**config.mk**
```make
export PLATFORM = sky130hd
export DESIGN_NAME = lsu_ctrl
export DESIGN_NICKNAME = d
export VERILOG_FILES = /design/src/rtl/lsu_pkg.sv /design/src/rtl/lsu_lane_align.sv /design/src/rtl/lsu_ctrl.sv
export SDC_FILE = /design/constraint.sdc
export NUM_CORES = 1
export LEC_CHECK = 0
export ABC_AREA = 1
export ABC_CLOCK_PERIOD_IN_PS = 2550
export BUFFER_PORTS_ARGS = -buffer_cell sky130_fd_sc_hd__buf_2
export CORE_ASPECT_RATIO = 1.25
export CORE_UTILIZATION = 50
export DETAILED_ROUTE_END_ITERATION = 7
export PLACE_DENSITY = 0.84
export SLEW_MARGIN = 15
export SYNTH_ARGS = -nofsm -noshare
export SYNTH_HDL_FRONTEND = slang
export SYNTH_SLANG_ARGS = --single-unit
```
**constraint.sdc**
```tcl
create_clock -name clk_i -period 2.55 [get_ports clk_i]
set_input_delay 0.1275 -clock clk_i [delete_from_list [all_inputs] [get_ports clk_i]]
set_output_delay 0.1275 -clock clk_i [all_outputs]
set_load 0.05 [all_outputs]
```
**src/rtl/lsu_pkg.sv**
```systemverilog
// Shared definitions for the load/store controller: opcodes, FSM encoding,
// DMEM latency bounds and small opcode classification helpers.
package lsu_pkg;

    localparam logic [5:0] OP_SB  = 6'b101000;
    localparam logic [5:0] OP_SH  = 6'b101001;
    localparam logic [5:0] OP_SW  = 6'b101010;
    localparam logic [5:0] OP_LB  = 6'b100000;
    localparam logic [5:0] OP_LH  = 6'b100001;
    localparam logic [5:0] OP_LW  = 6'b100010;
    localparam logic [5:0] OP_LBU = 6'b100100;
    localparam logic [5:0] OP_LHU = 6'b100101;

    localparam int DMEM_LAT_MIN = 1;
    localparam int DMEM_LAT_MAX = 3;

    typedef enum logic [1:0] {
        ST_IDLE  = 2'd0,
        ST_ISSUE = 2'd1,
        ST_WAIT  = 2'd2,
        ST_RESP  = 2'd3
    } lsu_state_t;

    function automatic logic is_store(input logic [5:0] op);
        return op inside {OP_SB, OP_SH, OP_SW};
    endfunction

    function automatic logic is_load(input logic [5:0] op);
        return op inside {OP_LB, OP_LH, OP_LW, OP_LBU, OP_LHU};
    endfunction

    function automatic logic is_aligned(input logic [5:0] op, input logic [1:0] off);
        case (op)
            OP_SH, OP_LH, OP_LHU: return ~off[0];
            OP_SW, OP_LW:         return (off == 2'b00);
            default:              return 1'b1;
        endcase
    endfunction

endpackage

```
**src/rtl/lsu_lane_align.sv**
```systemverilog
// Combinational byte-lane steering: store data placement/write enables and
// load extraction with sign or zero extension.
module lsu_lane_align
    import lsu_pkg::*;
(
    input  logic [5:0]  opcode,
    input  logic [1:0]  offset,
    input  logic [31:0] wdata,
    input  logic [31:0] rdata,
    output logic [3:0]  we,
    output logic [31:0] wdata_lanes,
    output logic [31:0] load_data
);

    logic [7:0]  rbyte;
    logic [15:0] rhalf;

    // Halfword/word lane choice ignores the low offset bits, so a misaligned
    // access that is allowed through lands on its natural boundary.
    always_comb begin
        we          = 4'b0000;
        wdata_lanes = 32'h0;
        load_data   = 32'h0;
        case (offset)
            2'd0:    rbyte = rdata[7:0];
            2'd1:    rbyte = rdata[15:8];
            2'd2:    rbyte = rdata[23:16];
            default: rbyte = rdata[31:24];
        endcase
        rhalf = offset[1] ? rdata[31:16] : rdata[15:0];
        case (opcode)
            OP_SB: begin
                we          = 4'b0001 << offset;
                wdata_lanes = {24'h0, wdata[7:0]} << {offset, 3'b000};
            end
            OP_SH: begin
                we          = offset[1] ? 4'b1100 : 4'b0011;
                wdata_lanes = offset[1] ? {wdata[15:0], 16'h0} : {16'h0, wdata[15:0]};
            end
            OP_SW: begin
                we          = 4'b1111;
                wdata_lanes = wdata;
            end
            OP_LB:   load_data = {{24{rbyte[7]}}, rbyte};
            OP_LBU:  load_data = {24'h0, rbyte};
            OP_LH:   load_data = {{16{rhalf[15]}}, rhalf};
            OP_LHU:  load_data = {16'h0, rhalf};
            OP_LW:   load_data = rdata;
            default: ;
        endcase
    end

endmodule

```
**src/rtl/lsu_ctrl.sv**
```systemverilog
// Load/store unit controller: accepts one request at a time, drives the DMEM
// port, returns a one-cycle response. Define LSU_MISALIGN_TRAP_EN to trap
// misaligned accesses and illegal opcodes on err_o.
//
// state    | meaning
// ---------+---------------------------------------------------------
// IDLE     | ready for a request
// ISSUE    | single cycle driving DMEM write enables or read strobe
// WAIT     | load data in flight, DMEM_LAT cycles
// RESP     | resp_valid_o pulse, then back to IDLE
module lsu_ctrl
    import lsu_pkg::*;
#(
    parameter int DMEM_LAT = 1
) (
    input  logic        clk_i,
    input  logic        rst_n_i,
    input  logic        req_valid_i,
    output logic        req_ready_o,
    input  logic [5:0]  instr_opcode_i,
    input  logic [31:0] addr_i,
    input  logic [31:0] wdata_i,
    output logic        resp_valid_o,
    output logic [31:0] rdata_o,
    output logic        err_o,
    output logic        stall_o,
    output logic [31:0] dmem_addr_o,
    output logic [3:0]  dmem_we_o,
    output logic [31:0] dmem_wdata_o,
    output logic        dmem_re_o,
    input  logic [31:0] dmem_rdata_i
);

    localparam logic [1:0] CNT_INIT = 2'(DMEM_LAT - 1);

    lsu_state_t  state;
    logic [5:0]  op_q;
    logic [1:0]  off_q;
    logic [31:0] wdata_q;
    logic [1:0]  cnt;

    logic        idle;
    logic        bypass;
    logic [5:0]  sel_op;
    logic [1:0]  sel_off;
    logic [31:0] sel_wdata;
    logic [3:0]  lane_we;
    logic [31:0] lane_wdata;
    logic [31:0] load_data;

    assign idle        = (state == ST_IDLE);
    assign req_ready_o = idle;
    assign stall_o     = req_valid_i & (state != ST_RESP);

    // In IDLE the lane logic looks at the incoming request so the ISSUE-cycle
    // outputs can be registered at acceptance; afterwards it sees the latched copy.
    assign sel_op    = idle ? instr_opcode_i : op_q;
    assign sel_off   = idle ? addr_i[1:0]    : off_q;
    assign sel_wdata = idle ? wdata_i        : wdata_q;

`ifdef LSU_MISALIGN_TRAP_EN
    assign bypass = ~(is_store(instr_opcode_i) | is_load(instr_opcode_i))
                  | ~is_aligned(instr_opcode_i, addr_i[1:0]);

    logic err_q;
    always_ff @(posedge clk_i or negedge rst_n_i) begin
        if (!rst_n_i) err_q <= 1'b0;
        else          err_q <= idle & req_valid_i & bypass;
    end
    assign err_o = err_q;
`else
    assign bypass = ~(is_store(instr_opcode_i) | is_load(instr_opcode_i));
    assign err_o  = 1'b0;
`endif

    lsu_lane_align u_align (
        .opcode      (sel_op),
        .offset      (sel_off),
        .wdata       (sel_wdata),
        .rdata       (dmem_rdata_i),
        .we          (lane_we),
        .wdata_lanes (lane_wdata),
        .load_data   (load_data)
    );

    always_ff @(posedge clk_i or negedge rst_n_i) begin
        if (!rst_n_i) begin
            state        <= ST_IDLE;
            op_q         <= 6'h0;
            off_q        <= 2'b00;
            wdata_q      <= 32'h0;
            cnt          <= 2'b00;
            resp_valid_o <= 1'b0;
            rdata_o      <= 32'h0;
            dmem_addr_o  <= 32'h0;
            dmem_we_o    <= 4'b0000;
            dmem_wdata_o <= 32'h0;
            dmem_re_o    <= 1'b0;
        end else begin
            resp_valid_o <= 1'b0;
            dmem_we_o    <= 4'b0000;
            dmem_wdata_o <= 32'h0;
            dmem_re_o    <= 1'b0;
            case (state)
                ST_IDLE: if (req_valid_i) begin
                    op_q    <= instr_opcode_i;
                    off_q   <= addr_i[1:0];
                    wdata_q <= wdata_i;
                    if (bypass) begin
                        state        <= ST_RESP;
                        resp_valid_o <= 1'b1;
                        rdata_o      <= 32'h0;
                    end else begin
                        state       <= ST_ISSUE;
                        dmem_addr_o <= {addr_i[31:2], 2'b00};
                        if (is_store(instr_opcode_i)) begin
                            dmem_we_o    <= lane_we;
                            dmem_wdata_o <= lane_wdata;
                        end else begin
                            dmem_re_o <= 1'b1;
                        end
                    end
                end
                ST_ISSUE: begin
                    if (is_store(op_q)) begin
                        state        <= ST_RESP;
                        resp_valid_o <= 1'b1;
                        rdata_o      <= 32'h0;
                    end else begin
                        state <= ST_WAIT;
                        cnt   <= CNT_INIT;
                    end
                end
                ST_WAIT: begin
                    if (cnt == 2'b00) begin
                        state        <= ST_RESP;
                        resp_valid_o <= 1'b1;
                        rdata_o      <= load_data;
                    end else begin
                        cnt <= cnt - 2'b01;
                    end
                end
                ST_RESP: state <= ST_IDLE;
                default: state <= ST_IDLE;
            endcase
        end
    end

endmodule

```
**After elaboration in Yosys (flattened, before gate mapping)**

Index checks and enable logic that the tools add are counted.

- Reduce and logical (&&, ||, !) cells: 13
- Mux-type cells: 40
- Add/subtract/negate cells: 1
- Shift-type cells: 2
- Eq/ne operators: 31
- Bitwise logic cells: 2

Operators with widths:

| operator | number |
|---|---|
| 2-to-1 mux 32 bit | 10 |
| one-hot mux 32 bit (3 select lines) | 2 |
| one-hot mux 32 bit (5 select lines) | 1 |
| == test 6 bit, second input constant | 19 |
| << shifter 8 x 5 -> 32 bit | 1 |
| one-hot mux 8 bit (3 select lines) | 1 |
| 2-to-1 mux 4 bit | 5 |
| 2-to-1 mux 16 bit | 1 |
| inequality test 2 bit, second input constant | 7 |
| 2-to-1 mux 2 bit | 6 |
| one-hot mux 4 bit (3 select lines) | 1 |
| 2-to-1 mux 1 bit | 9 |
| nonzero test 3 bit | 3 |
| one-hot mux 2 bit (4 select lines) | 1 |
| == test 2 bit, second input constant | 3 |
| zero test 2 bit | 3 |
| 2-to-1 mux 6 bit | 1 |
| AND reduction 3 bit | 2 |
| AND reduction 5 bit | 1 |
| nonzero test 5 bit | 1 |
| == test 2 x 1 -> 1 bit, second input constant | 2 |
| one-hot mux 2 bit (2 select lines) | 1 |
| AND reduction 2 bit | 2 |
| << shifter 1 x 2 -> 4 bit, first input constant | 1 |
| 5 further kinds | 5 |

- Flip-flop bits (word level): 144
- Input bits: 105
- Output and inout bits: 105
- Logic and storage cells: 100

**Depth between registers and ports, before layout**

- Word-level depth: 8
- Mapped depth: 15

**Hierarchy**

From an unflattened synthesis, not the netlist that was laid out.

- Cell total of the unflattened synthesis: 1,197
- Area total of the unflattened synthesis: 8,326.7 um^2

Modules (own cells, without submodules):

| module | area an instance (um^2) | sequential area each (um^2) | times used | cells each |
|---|---|---|---|---|
| lsu_ctrl | 6,346.1 | 3,603.5 | 1 | 778 |
| lsu_lane_align | 1,980.6 | 0.0 | 1 | 419 |

**Worst setup path after synthesis**

No wires, ideal clock.

- Path type: flip-flop to flip-flop
- Start point: register state[0]
- End point: register rdata_o[12]
- Arrival time: 2,199 ps
- Path buffers: 2
- Setup time: 118 ps
- Cell stages (with the launch flop): 13
- Setup slack: 233 ps
- Period minus slack after synthesis: 2,317 ps
- Cell sequence: dfrtp_1 inv_1 ha_1 buf_4 inv_4 nand2_2 nand2_2 buf_2 or2_2 nand3_1 nand3_1 nand2_1 nand2_1

- Cells in the longest elaborated chain, start to end: 7
- Elaborated cells between the ends (all ways): 24

RTL lines:

| element | line | source |
|---|---|---|
| start, declared | lsu_ctrl.sv:36 | `lsu_state_t state;` |
| start signal, assigned | lsu_ctrl.sv:88 | `state <= ST_IDLE;` |
| start signal, assigned | lsu_ctrl.sv:110 | `state <= ST_RESP;` |
| start signal, assigned | lsu_ctrl.sv:114 | `state <= ST_ISSUE;` |
| zero test 2 bit (*) | lsu_ctrl.sv:51 | `assign idle = (state == ST_IDLE);` |
| named net req_ready_o | lsu_ctrl.sv:19 | `output logic req_ready_o,` |
| 2-to-1 mux 2 bit | lsu_ctrl.sv:58 | `assign sel_off = idle ? addr_i[1:0] : off_q;` |
| == test 2 bit (tied with other cells) | lsu_lane_align.sv:24 | `case (offset)` |
| one-hot mux 8 bit (3 select lines) | lsu_lane_align.sv:24 |  |
| one-hot mux 32 bit (5 select lines) | lsu_lane_align.sv:31 | `case (opcode)` |
| 2-to-1 mux 32 bit | lsu_ctrl.sv:135 | `if (cnt == 2'b00) begin` |
| one-hot mux 32 bit (3 select lines) | lsu_ctrl.sv:104 | `case (state)` |
| end signal, assigned | lsu_ctrl.sv:138 | `rdata_o <= load_data;` |
| end, declared | lsu_ctrl.sv:24 | `output logic [31:0] rdata_o,` |

Mark *: on every way through the listed nets, which the timed path passes. The rest lies on a longest branch. The select of a mux whose other input is x is not followed.
A chain may end at the register's enable or synchronous reset.

**Worst setup path after layout**

- Start point: register state[0]
- End point: register dmem_wdata_o[26]

- Cells in the longest elaborated chain, start to end: 8
- Elaborated cells between the ends (all ways): 14

RTL lines:

| element | line | source |
|---|---|---|
| zero test 2 bit (*) | lsu_ctrl.sv:51, lsu_ctrl.sv:104 |  |
| 2-to-1 mux 32 bit (tied with other cells) | lsu_ctrl.sv:59 | `assign sel_wdata = idle ? wdata_i : wdata_q;` |
| << shifter 8 x 5 -> 32 bit (tied with other cells) | lsu_lane_align.sv:34 | `wdata_lanes = {24'h0, wdata[7:0]} << {offset, 3'b000};` |
| one-hot mux 32 bit (3 select lines) | lsu_lane_align.sv:31 |  |
| 2-to-1 mux 32 bit | lsu_ctrl.sv:116 | `if (is_store(instr_opcode_i)) begin` |
| 2-to-1 mux 32 bit | lsu_ctrl.sv:109 | `if (bypass) begin` |
| 2-to-1 mux 32 bit | lsu_ctrl.sv:105 | `ST_IDLE: if (req_valid_i) begin` |
| 2-to-1 mux 32 bit (*) | lsu_ctrl.sv:104 |  |
| end signal, assigned | lsu_ctrl.sv:118 | `dmem_wdata_o <= lane_wdata;` |
| end, declared | lsu_ctrl.sv:29 | `output logic [31:0] dmem_wdata_o,` |

Every way passes the cells marked *; elsewhere a longest branch is shown, timed or not.

==> out/qor.yml <==
yosys_warnings: 0
min_to: "op_q[0]"
dr.pass1.iters: 5
placed_area_um2: 9190
grt_overflow: 0
cts_tree: "yes"
drc: 0
final.setup.tns_ns: 0
r2r_slack_ns: 0.16
ctsHtreeMaxLevel: 4
io_buffers: 206
p_clk_frac: 0.231
slew_headroom: 0.582
period_share: 0.937
grt_max_degree: 63
viasPerCell: 5.08
synth.distinct_cells: 33
io_pins: 210
status: "complete, no violations"
drtAntennaViolNets: 0
netlist_instances: 1073
cts-root-buf: "clkbuf_16"
ys.flop_type: "dfrtp_1"
max_cap_violations: 0
syn_avg_cell_area_um2: 7.43
core_um2: 15600
worstRegToRegCells: 12
multiInputGateArea_um2: 3540
synth.top_cell.area_share: 0.452
start_kind: "flip-flop"
p_sw_frac: 0.468
area_growth_pct: 30.9
comb_power_share: 0.484
cts_buffers: 17
hpwl_um: 15300
crit_type: "reg2reg"
drive_gt1_frac: 0.246
whs_path_depth: 3
place_congestion: 0.946
rows: 51
dp.cells: 1465
hold_path_class: "in2reg"
worst_setup_path_end_kind: "flip-flop"
fmax_mhz: 419
wl_per_cell_um: 14.4
p_int_w: 0.00588
finalPower_w: 0.0110
seq_area_um2: 3600
fin_skew_ns: 0.0119
whs_ns: 0.0166
synth_area_leaders: "dfrtp_1 (45%), nand2_1 (17%), nand3_1 (9.2%), inv_1 (6.5%), o21ai_0 (4.7%)"
synth_common_cells: "nand2_1 (352), nand3_1 (147), dfrtp_1 (144), inv_1 (138), o21ai_0 (75)"
cts_buffer_depth: 2
p_switching_w: 0.00517
die_y_um: 143
grt_pass1_vias: 7430
postCtsSetupBuffers: 0
p_per_area_nw_per_um2: 1060
synth_seq_cells: 144
initial_utilization: 0.512
vdd_ir_drop_max_mv: 0.697
synthArstFlopShare: 1.00
r2r_end: "dmem_wdata_o[26]"
ys_seq_area_frac: 0.452
timing.rr.start: "state[0]"
drt_wl_total_um: 22500
fp.dieArea_um2: 16500
crit_fanout: 25
synth_area_um2: 7980
rsz0062_at_grt: "no"
cts_sinks: 144
vias: 7925
antenna_found_initial: 1
min_from: "instr_opcode_i[0]"
fill_cells: 1306
fin_cells: 1561
cp.required_ns: 2.92
synth_most_common_cell: "nand2_1"
grt_pass1_wl_um: 36100
synth_area_leader_cell: "dfrtp_1"
arrival_ns: 2.76
layout.nets: 1446
hold_viol_final: 0
slew_viol_final: 0
seqPwrFrac: 0.285
tightest_slew_ns: 0.620
final_area_um2: 10400
first_iter_violations: 675
insertion_delay_ns: 0.43
die_w_um: 115
finalSetupViolations: 0
clk_pin_slew_ns: 0.06
finalCriticalPeriod_ns: 2.39
grt_use_total: 0.283
synth-edff-count: 0
leakagePower_nw: 6.11
## final cells by class
class / instances / share of cell area
sequential: 144 / 0.345
multi-input combinational: 736 / 0.339
timing repair buffer: 294 / 0.181
inverter: 142 / 0.0513
clock buffer: 18 / 0.0421
tap: 212 / 0.0254
clock inverter: 14 / 0.0159
antenna: 1 / 0.000240
## cells in the final DEF (no fill, tap or decap), types with 5 or more instances in the layout
| cell type | instances |
|---|---|
| mux2_2 | 30 |
| clkbuf_16 | 17 |
| nand2_1 | 352 |
| or2_2 | 9 |
| a21oi_1 | 6 |
| nand2_2 | 7 |
| nand3_1 | 147 |
| buf_2 | 205 |
| dlygate4sd3_1 | 63 |
| nor2_1 | 59 |
| o21ai_0 | 75 |
| inv_6 | 6 |
| nor3_1 | 18 |
| ha_1 | 5 |
| buf_4 | 21 |
| inv_1 | 138 |
| dfrtp_1 | 144 |
## per-stage QoR
| stage | util | setup slack [ns] |
|---|---|---|
| after floorplan | - | 0.233 |
| final | 0.671 | 0.162 |
| after CTS | 0.670 | 0.149 |
| after detailed placement | 0.590 | 0.176 |
| after global placement | 0.590 | 0.240 |
| after global routing | 0.671 | 0.00845 |
## critical path: stages (launching register included)
cell     delay [ns]
dfrtp_1        0.40
inv_1          0.16
ha_1           0.31
buf_4          0.21
nand2_1        0.07
nand2_2        0.17
nand3_4        0.25
nor2_8         0.15
buf_4          0.28
nand2_1        0.13
nand3_1        0.10
nand2_1        0.05
inv_1          0.04
## logic make-up after synthesis
logic type                 Yosys count  share of synthesized area
AOI/OAI and AO/OA                   89                     0.0584
and+or+nand+nor                    608                      0.332
DFF                                144                      0.452
other                                1                   0.000470
buffers and inverters              195                      0.106
adders and majority gates            6                    0.00941
muxes                               30                     0.0424
## flip-flops by register name, summed over array words and instances (netlist names)
signal and cells:
rdata_o 32, cnt 2, dmem_we_o 4, dmem_addr_o 30, resp_valid_o 1, off_q 2
wdata_q 32, op_q 6, dmem_re_o 1, dmem_wdata_o 32, state 2
## power by group through the flow
stage | registers, W | clock network, W | logic (W)
after floorplan | 0.00399 | 0 | 0.00310
after global placement | 0.00313 | 0 | 0.00506
after detailed placement | 0.00317 | 0 | 0.00517
after CTS | 0.00313 | 0.00260 | 0.00527
after global routing | 0.00321 | 0.00270 | 0.00586
final | 0.00315 | 0.00255 | 0.00535
## repair_timing
item,4_1_cts,5_1_grt
endpoints found under the hold margin,115,0
resized for setup,0,3
endpoints found under the setup margin,0,13
hold buffers,63,0
## metal layers
layer	vias up	track usage	part of all wire	routed length, µm
met5	-	0	0	0
met4	0	0.149	0.036	817
met3	65	0.0501	0.071	1600
met2	382	0.464	0.49	11000
met1	3599	0.356	0.40	9100
li1	3879	-	-	-
## worst max path at each step
stage / start / to / slack [ns] / cells after the start
2_1_floorplan: state[0] / rdata_o[12] / 0.23 / 12
3_3_place_gp: state[0] / dmem_wdata_o[24] / 0.24 / 12
3_5_place_dp: state[0] / dmem_wdata_o[24] / 0.18 / 12
4_1_cts: state[0] / dmem_wdata_o[16] / 0.15 / 12
5_1_grt: state[0] / dmem_wdata_o[18] / 0.008 / 12
6_report: state[0] / dmem_wdata_o[26] / 0.16 / 12
No activity file was read; power rests on OpenSTA's default activity.
